`src/rtl/apb_master_bridge.sv`:
```
// apb_master_bridge: single-outstanding APB initiator.
// Turns a valid/ready request into one APB SETUP/ACCESS transfer and returns
// exactly one response pulse per accepted request. A bounded wait-state
// counter aborts transfers whose slave never raises pready.
module apb_master_bridge #(
    parameter int ADDR_W  = 20,
    parameter int DATA_W  = 32,
    parameter int TIMEOUT = 255
) (
    input  logic              clk,
    input  logic              rst,

    input  logic              req_valid,
    output logic              req_ready,
    input  logic              req_write,
    input  logic [ADDR_W-1:0] req_addr,
    input  logic [DATA_W-1:0] req_wdata,

    output logic              rsp_valid,
    output logic [DATA_W-1:0] rsp_rdata,
    output logic              rsp_err,

    output logic [ADDR_W-1:0] paddr,
    output logic              pwrite,
    output logic [DATA_W-1:0] pwdata,
    output logic              psel,
    output logic              penable,
    input  logic              pready,
    input  logic [DATA_W-1:0] prdata,
    input  logic              pslverr
);

    // A zero TIMEOUT still needs a legal (one-bit) counter even though it is never compared.
    localparam int CNT_W    = (TIMEOUT > 0) ? $clog2(TIMEOUT + 1) : 1;
    localparam int LAST_INT = (TIMEOUT > 0) ? (TIMEOUT - 1) : 0;
    localparam logic [CNT_W-1:0] CNT_LAST = CNT_W'(LAST_INT);
    localparam logic [CNT_W-1:0] CNT_MAX  = '1;

    localparam logic [1:0] ST_IDLE   = 2'd0;
    localparam logic [1:0] ST_SETUP  = 2'd1;
    localparam logic [1:0] ST_ACCESS = 2'd2;

    logic [1:0]       state;
    logic [CNT_W-1:0] wait_cnt;
    logic             timeout_hit;

    // The last permitted wait cycle has been reached; abort instead of waiting again.
    assign timeout_hit = (TIMEOUT != 0) && (wait_cnt == CNT_LAST);

    // Handshake and APB control strobes are pure decodes of the state register.
    assign req_ready = (state == ST_IDLE);
    assign psel      = (state != ST_IDLE);
    assign penable   = (state == ST_ACCESS);

    // State sequencing, request capture and wait-state counting.
    always_ff @(posedge clk) begin
        if (rst) begin
            state    <= ST_IDLE;
            paddr    <= '0;
            pwrite   <= 1'b0;
            pwdata   <= '0;
            wait_cnt <= '0;
        end else begin
            case (state)
                ST_IDLE: begin
                    if (req_valid) begin
                        paddr    <= req_addr;
                        pwrite   <= req_write;
                        pwdata   <= req_wdata;
                        wait_cnt <= '0;
                        state    <= ST_SETUP;
                    end
                end
                ST_SETUP: begin
                    state <= ST_ACCESS;
                end
                ST_ACCESS: begin
                    if (pready || timeout_hit) begin
                        state <= ST_IDLE;
                    end else if (wait_cnt != CNT_MAX) begin
                        wait_cnt <= wait_cnt + CNT_W'(1);
                    end
                end
                default: begin
                    state <= ST_IDLE;
                end
            endcase
        end
    end

    // Response generation: a one-cycle pulse on completion or timeout, data held afterwards.
    always_ff @(posedge clk) begin
        if (rst) begin
            rsp_valid <= 1'b0;
            rsp_rdata <= '0;
            rsp_err   <= 1'b0;
        end else begin
            rsp_valid <= 1'b0;
            if (state == ST_ACCESS) begin
                if (pready) begin
                    rsp_valid <= 1'b1;
                    rsp_err   <= pslverr;
                    rsp_rdata <= pwrite ? '0 : prdata;
                end else if (timeout_hit) begin
                    rsp_valid <= 1'b1;
                    rsp_err   <= 1'b1;
                    rsp_rdata <= '0;
                end
            end
        end
    end

endmodule

```
`config.mk`:
```
export PLATFORM = sky130hd
export DESIGN_NAME = apb_master_bridge
export DESIGN_NICKNAME = d
export VERILOG_FILES = /design/src/rtl/apb_master_bridge.sv
export SDC_FILE = /design/constraint.sdc
export NUM_CORES = 1
export LEC_CHECK = 0
export BUFFER_PORTS_ARGS = -buffer_cell sky130_fd_sc_hd__clkbuf_2
export CAP_MARGIN = 25
export CORE_ASPECT_RATIO = 0.8
export CORE_MARGIN = 5
export CORE_UTILIZATION = 40
export DETAILED_ROUTE_END_ITERATION = 10
export HOLD_SLACK_MARGIN = 0.08
export PLACE_DENSITY = 0.75
export SLEW_MARGIN = 20
export SYNTH_ARGS = -nofsm -noshare
export SYNTH_HDL_FRONTEND = slang
export SYNTH_SLANG_ARGS = --single-unit
```
`constraint.sdc`:
```
create_clock -name clk -period 1.8 [get_ports clk]
set_clock_uncertainty 0.2 [all_clocks]
set_input_delay 0 -clock clk [delete_from_list [all_inputs] [get_ports clk]]
set_output_delay 0 -clock clk [all_outputs]
set_load 0.05 [all_outputs]
```
Word level (Yosys, flattened, before mapping)
Index checks and enable logic that the tools add are counted.

Bits in registers: 97. Input bits: 90. Output and inout bits: 90. Logic and storage cells: 42.

$add $sub $neg: 1. Equality and inequality tests: 8. Mux-type cells: 14. Bitwise gates (word level): 1. Reductions and logical operators: 10.

Operators by type and width (count): 2-to-1 mux 32 bit (3); 2-to-1 mux 8 bit (3); one-hot mux 8 bit (2 select lines) (1); adder 8 x 1 -> 8 bit, second input constant (1); == test 8 bit, second input constant (1); != test 8 bit, second input constant (1); one-hot mux 2 bit (3 select lines) (1); AND reduction 2 bit (3); nonzero test 2 bit (3); 2-to-1 mux 1 bit (4); 2-to-1 mux 2 bit (2); != test 2 x 1 -> 1 bit, second input constant (2); != test 2 bit, second input constant (2); AND reduction 4 bit (1); == test 2 x 1 -> 1 bit, second input constant (1); == test 2 bit, second input constant (1); zero test 2 bit (1); OR reduction 2 bit (1); logical OR 1 bit (1); inverter 1 bit (1).

Depth between registers and ports, before layout
Word-level depth: 4. Mapped depth: 7. Mapped depth without buffers: 6.

Worst setup path before layout
OpenSTA, ideal clock, no wires.

Path kind: reg-to-reg. From: reg state[1]. To: reg pwrite. Setup time: 0.132 ns. Arrival time: 1.950 ns. Required time: 1.468 ns. Path slack: -0.482 ns. Stages on the path, launching flop included: 7. Buffers on the path: 2. Period minus slack after synthesis: 2.282 ns. Path through: dfxtp_1 buf_2 nor2_1 nand2_1 clkbuf_1 nand2_1 a21oi_1.

Longest elaborated chain between the ends: 2.

Ends and longest elaborated chain: start: declaration (line 43) `logic [1:0] state;`; start signal: assignment (line 58) `state <= ST_IDLE;`; start signal: assignment (line 71) `state <= ST_SETUP;`; start signal: assignment (line 75) `state <= ST_ACCESS;`; zero test 2 bit; net req_ready (line 14) `output logic req_ready,`; AND reduction 2 bit (no source line); end signal: assignment (line 68) `pwrite <= req_write;`; end: declaration (line 24) `output logic pwrite,`.

The timed path passes the listed nets, and every way through them passes these cells. A chain may end at the register's enable or synchronous reset.

Worst setup path after layout
From: reg state[0]. To: reg wait_cnt[6].

Longest elaborated chain between the ends: 3. Elaborated cells on any way between the ends: 8. Classes of those cells: eq/ne (4); mux (1); reduce/logical (3).

Ends and longest elaborated chain: == test 2 bit or zero test 2 bit (tied branches) (line 64) `case (state)`; != test 2 x 1 -> 1 bit (no source line) (tied with other cells); AND reduction 4 bit (no source line); end signal: assignment (line 81) `wait_cnt <= wait_cnt + CNT_W'(1);`; end: declaration (line 44) `logic [CNT_W-1:0] wait_cnt;`.

Several ways; a longest one is shown, not always the timed one.

==> impl_results.md <==
- Top-level port count: 180
- PwrDens: 836 mW/mm^2
- WP data required: around 1.9 ns
- Status: finished with violations
- Layout cell share with drive strength beyond 1: 35.4%
- Synth Area in Simple Gates: a little under a fifth
- Vias in the first global route: 3764
- Minimum clock period: about 1.8 ns
- GR Util met2: 38.3%
- Hpwl dp: just over 7000 um
- Clock buffer count from CTS: 9
- CP Max Fanout: 3
- Syn_nets: between 400 and 500
- Drt first pass iters: 4
- Initial core utilization: 40.7%
- Hold worst-path end: rsp_err$_SDFFE_PP0P_
- Tot GR Track Use: 22.2%
- Measured slew at the worst slew-check pin: ~0.44 ns
- Largest family of logic cells by synthesized area: compound AO/OA/AOI/OAI gates
- Final WL: roughly 12000 um
- Fmax: about 0.56 GHz
- Failing checks: hold timing
- Synth warn: 0
- Final Non-Filler Cells: between 700 and 800
- Placed cells: 670
- Mapped Cells: about 380
- Avg Inst Size Synth: approximately 8.9 um^2
- Final Util: 67.6%
- Largest net degree at the start of global routing: 44
- Hold_sp: pready
- Most used flip-flop cell after synthesis: dfxtp_1
- Max H-tree Level: 3
- Final setup vio count: 0
- Reg2reg end: wait_cnt[6]$_SDFFE_PP0P_
- Register area share after synthesis: a little under three fifths
- Crit. End Element: register
- Compound-Gate Fraction of Synth Area: 20.9%
- DRC: 0
- Max cap viols: 0
- Synth cell types: 36
- DR WL/cell: between 15 and 20 um
- Leakage: roughly 2.6 nW
- Cell Area, Placed: around 0.0046 mm^2
- Routability cong.: ~0.86
- Clk pin slew, worst setup/hold paths: about 0.10 ns
- Fin area: around 0.0057 mm^2
- First-pass GRT wire length: about 19000 um
- Hold_buf cts: slightly below 90
- Register-to-register setup slack: approximately 0.0018 ns
- Antenna violations before repair: 0
- Cells on worst reg2reg path: 4
- Nets: 750
- Port bufs: 179
- Max_slew headroom: around 70%
- Grt total ovfl: 0
- Synth Area in XOR/XNOR: 0%
- TritonCTS clock tree: done
- Critical R2R Launch: state[0]$_SDFFE_PP0P_
- Post-Synth Adder-Cell Area: 0.729%
- Root Driver: clkbuf_8
- Maximum vdd drop: about 590 uV
- M1 GR Usage: roughly 25%
- Mux cell area share after synthesis: 0%
- Drt initial violations: about 240
- CTS sink cnt: between 90 and 100
- Core area: between 0.008 and 0.009 mm^2
- Met3 Use GR: 9.47%
- Pins Over Slew Limit: 0
- Worst-skew pair later-pin latency: ~0.36 ns
- Crit start category: register
- Yosys reg bits: 97
- Die ar.: roughly 0.011 mm^2
- Clk buf depth: 2
- Hold Path Stages: 3
- Vias: 3850
- Commonest non-fill, non-tap cell in the layout: clkbuf_2
- RSZ-0062 raised after global routing: true
- Synthesized area: roughly 0.0034 mm^2
- Worst hold path type: in -> reg
- FFs w/ async S/R, synth: 0%
- Die Y: between 90 and 100 um
- Crit Path Category: reg -> reg
- Post-synth EDFFs: 0
- Number of diodes: 0
- Final hold vios: 3
- Most frequent cells in the layout: clkbuf_2, nand2_1, dfxtp_1, dlygate4sd3_1, a21oi_1
- Fin crit share: between 90% and 100%
- Routed Antenna Nets: 0
- Gr busiest metal: met2
- Die X: 114 um
- # rows: 30
- DR vias/cell: 4.97
- Hold slack: -0.114 ns
- Area Growth Syn to Fin: 66.2%
- Crit path arrival time: roughly 1.9 ns
## layer usage
layer  vias up  share of wire (%)
met5         -                  0
met3        19                9.8
li1       1869                  -
met1      1787                 38
met4         0                1.5
met2       175                 50
## logic make-up (layout without fill, tap and decap cells)
logic type,Yosys count,count (layout)
fa+ha+maj,2,2
compound gates,110,110
flops,97,97
buf+inv,29,308
simple gates,146,146
## worst max path at each step
| stage | from | end | slack, ns | cells past startpoint |
|---|---|---|---|---|
| 6_report | state[0]$_SDFFE_PP0P_ | wait_cnt[6]$_SDFFE_PP0P_ | 0.002 | 4 |
| 5_1_grt | state[0]$_SDFFE_PP0P_ | wait_cnt[6]$_SDFFE_PP0P_ | -0.06 | 4 |
| 4_1_cts | wait_cnt[0]$_SDFFE_PP0P_ | wait_cnt[1]$_SDFFE_PP0P_ | -0.005 | 5 |
| 3_5_place_dp | wait_cnt[0]$_SDFFE_PP0P_ | wait_cnt[1]$_SDFFE_PP0P_ | -0.03 | 5 |
| 3_3_place_gp | wait_cnt[0]$_SDFFE_PP0P_ | wait_cnt[1]$_SDFFE_PP0P_ | 0.03 | 5 |
| 2_1_floorplan | wait_cnt[0]$_SDFFE_PP0P_ | rsp_rdata[10]$_SDFFE_PP0P_ | 0.01 | 6 |
## report_power, final
| part | internal, mW | leakage, nW | total, mW | switching, mW |
|---|---|---|---|---|
| clock network | 0.654 | 0.0938 | 1.45 | 0.792 |
| logic | 0.374 | 1.73 | 1.03 | 0.655 |
| registers | 2.24 | 0.793 | 2.30 | 0.0544 |
| total | 3.27 | 2.61 | 4.77 | 1.50 |
## cell usage after synthesis, drive strengths merged, types with 3 or more instances
| cell type | n | share of area, % |
|---|---|---|
| nand2 | 112 | 12 |
| dfxtp | 97 | 57 |
| a21oi | 57 | 8.3 |
| a22o | 32 | 8.2 |
| buf | 13 | 1.9 |
| clkbuf | 12 | 1.3 |
| nor2 | 7 | 0.77 |
| nand2b | 5 | 0.91 |
| nand3 | 5 | 0.73 |
| o21ai | 4 | 0.58 |
| inv | 3 | 0.33 |
| nor3b | 3 | 0.66 |
## state kept, by name, summed over array words and instances, names as in the netlist
register,flops
pwdata,32
rsp_rdata,32
paddr,20
wait_cnt,8
state,2
pwrite,1
rsp_err,1
rsp_valid,1
## cell type report
class	count	area [um^2]
Fill cell	624	2740
Inverter	4	20.0
Multi-Input combinational cell	258	1440
Sequential cell	97	1950
Tap cell	112	140
Timing Repair Buffer	288	1970
Clock inverter	7	77.6
Clock buffer	9	124
## timing repair
action                                 in CTS  in global routing
setup endpoints to repair                  26                  5
endpoints found under the hold margin      97                  7
resized for setup                           6                 10
pin swaps                                   0                  1
setup buffers                               0                  2
## stage by stage
step	total power [mW]	worst slack (ns)	hold WS, ns	TNS, ns
after floorplan	2.90	0.00995	-0.0745	0
after global placement	3.17	0.0292	0.0109	0
after detailed placement	3.19	-0.0325	0.0139	-0.137
after CTS	4.78	-0.00475	-0.134	-0.00475
after global routing	4.98	-0.0647	-0.0847	-0.0799
final	4.77	0.00177	-0.114	0
## critical path, stage by stage, from the launching register on
cell and delay (ns):
dfxtp_2 0.34, or4b_4 0.48, a31o_1 0.22, or4_1 0.41, o21ai_1 0.09
Note: power is estimated with default switching activity, not from simulation.
